<file path="config.mk">
export PLATFORM = sky130hd
export DESIGN_NAME = mealy_seq_detector
export DESIGN_NICKNAME = d
export VERILOG_FILES = /design/src/rtl/mealy_seq_detector.sv
export SDC_FILE = /design/constraint.sdc
export NUM_CORES = 1
export LEC_CHECK = 0
export CAP_MARGIN = 5
export CELL_PAD_IN_SITES_DETAIL_PLACEMENT = 0
export CELL_PAD_IN_SITES_GLOBAL_PLACEMENT = 1
export CORE_MARGIN = 2
export CORE_UTILIZATION = 35
export CTS_BUF_LIST = sky130_fd_sc_hd__clkbuf_16
export CTS_CLUSTER_DIAMETER = 40
export DETAILED_ROUTE_END_ITERATION = 8
export PLACE_DENSITY_LB_ADDON = 0.12
export SKIP_CTS_REPAIR_TIMING = 1
export SYNTH_ARGS = -nofsm -noshare
export SYNTH_HDL_FRONTEND = slang
export SYNTH_SLANG_ARGS = --single-unit
export TNS_END_PERCENT = 100
</file>
<file path="constraint.sdc">
create_clock -name clk_i -period 2.2 [get_ports clk_i]
set_input_delay 0.22 -clock clk_i [delete_from_list [all_inputs] [get_ports clk_i]]
set_output_delay 0.22 -clock clk_i [all_outputs]
set_load 0.005 [all_outputs]
</file>
<file path="src/rtl/mealy_seq_detector.sv">
// Mealy serial pattern detector with a run-time loadable pattern and don't-care mask,
// selectable overlapping detection and a saturating match counter.
module mealy_seq_detector #(
    parameter int unsigned PAT_W   = 4,
    parameter int unsigned CNT_W   = 8,
    parameter int unsigned OVERLAP = 1
) (
    input  logic             clk_i,
    input  logic             reset_ni,
    input  logic             en_i,
    input  logic             load_i,
    input  logic [PAT_W-1:0] pattern_i,
    input  logic [PAT_W-1:0] mask_i,
    input  logic             valid_i,
    input  logic             in_i,
    input  logic             count_clr_i,
    output logic             match_o,
    output logic [1:0]       state_o,
    output logic [CNT_W-1:0] count_o,
    output logic             sat_o
);

    localparam int unsigned FillW = $clog2(PAT_W);
    // Fill value at which the next valid bit completes the first full window.
    localparam logic [FillW-1:0] FillArm = FillW'(PAT_W - 2);

    typedef enum logic [1:0] {
        StIdle  = 2'd0,
        StFill  = 2'd1,
        StArmed = 2'd2
    } state_e;

    state_e             state_q, state_d;
    logic [PAT_W-2:0]   hist_q, hist_d;
    logic [FillW-1:0]   fill_q, fill_d;
    logic [PAT_W-1:0]   pat_q, pat_d;
    logic [PAT_W-1:0]   mask_q, mask_d;
    logic [CNT_W-1:0]   count_q, count_d;
    logic               sat_q, sat_d;

    logic [PAT_W-1:0]   win;
    logic               hit;

    assign win     = {hist_q, in_i};
    assign hit     = (((win ^ pat_q) & mask_q) == '0);
    assign match_o = en_i & ~load_i & valid_i & (state_q == StArmed) & hit;

    always_comb begin
        state_d = state_q;
        hist_d  = hist_q;
        fill_d  = fill_q;
        pat_d   = pat_q;
        mask_d  = mask_q;

        if (load_i) begin
            pat_d  = pattern_i;
            mask_d = mask_i;
        end

        if (!en_i) begin
            state_d = StIdle;
            hist_d  = '0;
            fill_d  = '0;
        end else if (load_i) begin
            state_d = StFill;
            hist_d  = '0;
            fill_d  = '0;
        end else begin
            unique case (state_q)
                StIdle: begin
                    state_d = StFill;
                    hist_d  = '0;
                    fill_d  = '0;
                end
                StFill: begin
                    if (valid_i) begin
                        hist_d = win[PAT_W-2:0];
                        fill_d = fill_q + FillW'(1);
                        if (fill_q == FillArm) begin
                            state_d = StArmed;
                        end
                    end
                end
                StArmed: begin
                    if (valid_i) begin
                        if (match_o && (OVERLAP == 0)) begin
                            // Non-overlapping: the matching bit does not seed the next window.
                            state_d = StFill;
                            hist_d  = '0;
                            fill_d  = '0;
                        end else begin
                            hist_d = win[PAT_W-2:0];
                        end
                    end
                end
                default: begin
                    state_d = StIdle;
                    hist_d  = '0;
                    fill_d  = '0;
                end
            endcase
        end
    end

    always_comb begin
        count_d = count_q;
        if (count_clr_i) begin
            count_d = '0;
        end else if (match_o && !sat_q) begin
            count_d = count_q + CNT_W'(1);
        end
        sat_d = &count_d;
    end

    always_ff @(posedge clk_i or negedge reset_ni) begin
        if (!reset_ni) begin
            state_q <= StIdle;
            hist_q  <= '0;
            fill_q  <= '0;
            pat_q   <= '0;
            mask_q  <= '1;
            count_q <= '0;
            sat_q   <= 1'b0;
        end else begin
            state_q <= state_d;
            hist_q  <= hist_d;
            fill_q  <= fill_d;
            pat_q   <= pat_d;
            mask_q  <= mask_d;
            count_q <= count_d;
            sat_q   <= sat_d;
        end
    end

    assign state_o = state_q;
    assign count_o = count_q;
    assign sat_o   = sat_q;

endmodule
</file>
==> impl_metrics.toml <==
[detailed_routing]
dr.pass1.iters = 4
drtIter0Drc = 26
drc = 0
wire_per_inst_um = 12.6
wl_um = 2520
vias = 984
via_per_inst = 4.92
postRouteAntennaNets = 0

[placement]
gp_congestion = 0.711
port_buffers = 26
dp_hpwl_um = 1920
dpl.cell_count = 195
placed_area_mm2 = 0.00162

[synth]
ys_seq_elements = 24
syn_nets = 141
netlist.area_leader.share = 0.391
yosysUniqueCellTypes = 33
synth-edff-count = 0
yosys.cell_count.top_type = "dfrtp_1"
synthTopCellsByCount = "dfrtp_1 (20), nor2_1 (15), mux2_2 (9), xor2_1 (9), nand2_1 (6)"
yosysWarnings = 0
synth_area_leaders = "dfrtp_1 (39%), dfstp_2 (8.2%), mux2_2 (7.9%)"
netlist_area_mm2 = 0.00128
seq_area_frac_synth = 0.474
synth_async_sr_flop_share = 1.00
syn_area_per_cell_um2 = 10.6
synth_top_area_cell = "dfrtp_1"
yosys_most_used_dff = "dfrtp_1"
syn_inst = 121

[global_route]
track_usage = 0.140
grt_pass1_vias = 989
antenna_found_initial = 0
grt_max_degree = 25
gr-total-overflow = 0
grt_pass1_wl_um = 4510

[cells_and_area]
nets = 175
postLayoutCoreUtil = 0.508
syn_to_final_growth_pct = 35.8
design_area_mm2 = 0.00174
layout.cells.non_filler = 200
antenna_cells = 0
drive_gt1_frac = 0.195
nFillCells = 330

[sta]
tightest_slew_ps = 373
maxSlewViolCount = 0
tns_ps = 0
post-route-period-util = 0.963
hold_viol = 0
skew_ps = 3.21
fmax_mhz = 472
maxSlewHeadroom = 0.750
holdWs_ps = 322
period_needed_ps = 2120
setup_viol = 0

[pwr]
p_leak_uw = 0.000767
p_per_area_mw_per_mm2 = 638
ir_worst_vdd_uv = 303

[clocking]
cts_sinks = 24
cts_root_buf = "clkbuf_16"
cts_buffer_depth = 2
cts_tree = "built"
cts_inserted_buffers = 3
worstSkewPairLatency_ps = 260
htree_levels = 1
clkSlewWorstSetupHoldPaths_ps = 70

[floorplan]
ios = 27
dieArea_mm2 = 0.00415
fp.dieH_um = 64.4
start_util = 0.374
num_rows = 21
die_w_um = 64.4
coreArea_mm2 = 0.00342

[critical_path]
crit_fanout = 2
path_class = "reg -> out"
reg2reg_from = "state_o[0]$_DFFE_PN0P_"
cp.required_ps = 1980
arrival_ps = 1900
worstSetupStartpointType = "register"
worstSetupStartpoint = "pat_q[3]$_DFFE_PN0P_"
end_kind = "output pin"

[run]
maxCapViolCount = 0

[hold_path]
hp-class = "in -> async"

[run_status]
status = "finished, final reports clean"
state kept, by name, indices dropped and copies added (netlist names):
register  cells
sat_o         1
pat_q         4
mask_q        4
state_o       2
fill_q        2
hist_q        3
count_o       8
area by class of cell:
type / count / area (um2) / area share
timing repair buffer: 35 / 328 / 0.189
multi-input combinational: 87 / 626 / 0.360
inverter: 4 / 15.0 / 0.00865
clock inverter: 1 / 30.0 / 0.0173
sequential: 24 / 606 / 0.349
clock buffer: 3 / 75.1 / 0.0432
tap: 46 / 57.6 / 0.0331
power by group:
part / switching (uW) / leakage [uW] / internal, uW
logic: 44.6 / 0.000405 / 64.0
clock network: 163 / 0.0000511 / 362
registers: 10.8 / 0.000311 / 464
layout by cell type (no fill, tap or decap):
master	netlist	routed
ha_1	5	5
nand3_1	2	2
a222oi_1	1	1
nand4_1	5	5
nor3b_1	2	2
nor2b_1	2	2
nand2_1	6	6
and2_1	3	3
a211oi_1	1	1
a22oi_1	1	1
bufinv_16	0	1
o21a_1	1	1
nor3_1	1	1
nand2b_1	1	1
and2_2	1	1
nor3_2	1	1
inv_1	4	4
mux2i_1	4	4
buf_4	2	9
o2111a_1	1	1
xor2_1	9	9
mux2_2	9	9
o221a_2	1	1
dfrtp_1	20	20
xnor2_1	2	2
nand4b_1	1	1
a21oi_1	3	3
and3_1	3	3
o21ai_0	5	5
nor2_1	15	15
clkdlybuf4s50_1	0	26
clkbuf_16	0	3
and3_2	1	1
dfstp_2	4	4
through the flow:
| stage | power [uW] | setup WS [ps] |
|---|---|---|
| after detailed placement | 589 | 114 |
| final | 1110 | 82.0 |
| after global placement | 586 | 49.2 |
| after CTS | 1110 | 34.2 |
| after global routing | 1160 | -29.2 |
| after floorplan | 531 | 179 |
worst max-delay path: stages (launching register included):
cell and delay, ps:
dfrtp_1 380, xor2_1 170, a222oi_1 380, and2_2 220, clkdlybuf4s50_1 490
layer usage:
metal / GRT usage / routed length [um] / up-vias / share of wire
met1: 0.190 / 1190 / 474 / 0.47
met5: 0 / 0 / - / 0
met3: 0.0260 / 79 / 4 / 0.031
met2: 0.227 / 1210 / 21 / 0.48
li1: - / - / 485 / -
met4: 0.0479 / 34 / 0 / 0.014
final timing paths:
check / end / slack (ps) / cells past startpoint
setup reg to reg: sat_o$_DFF_PN0_ / 140 / 9
hold reg to reg: pat_q[1]$_DFFE_PN0P_ / 530 / 1
max in group asynchronous: mask_q[1]$_DFFE_PN1P_ / 1580 / 2
setup / recovery: match_o / 80 / 4
min in group clk_i: pat_q[1]$_DFFE_PN0P_ / 530 / 1
hold / removal: state_o[1]$_DFFE_PN0P_ / 320 / 2
kinds of logic (layout without fill, tap and decap cells):
logic type      after synthesis  after routing  share of synthesized area
flops                        24             24                      0.474
xor+xnor                     11             11                     0.0753
simple gates                 44             44                      0.180
fa+ha+maj                     5              5                     0.0489
buf+inv                      10             43                     0.0372
mux                          13             13                      0.111
compound gates               14             14                     0.0744
Note: power is estimated with default switching activity, not from simulation.
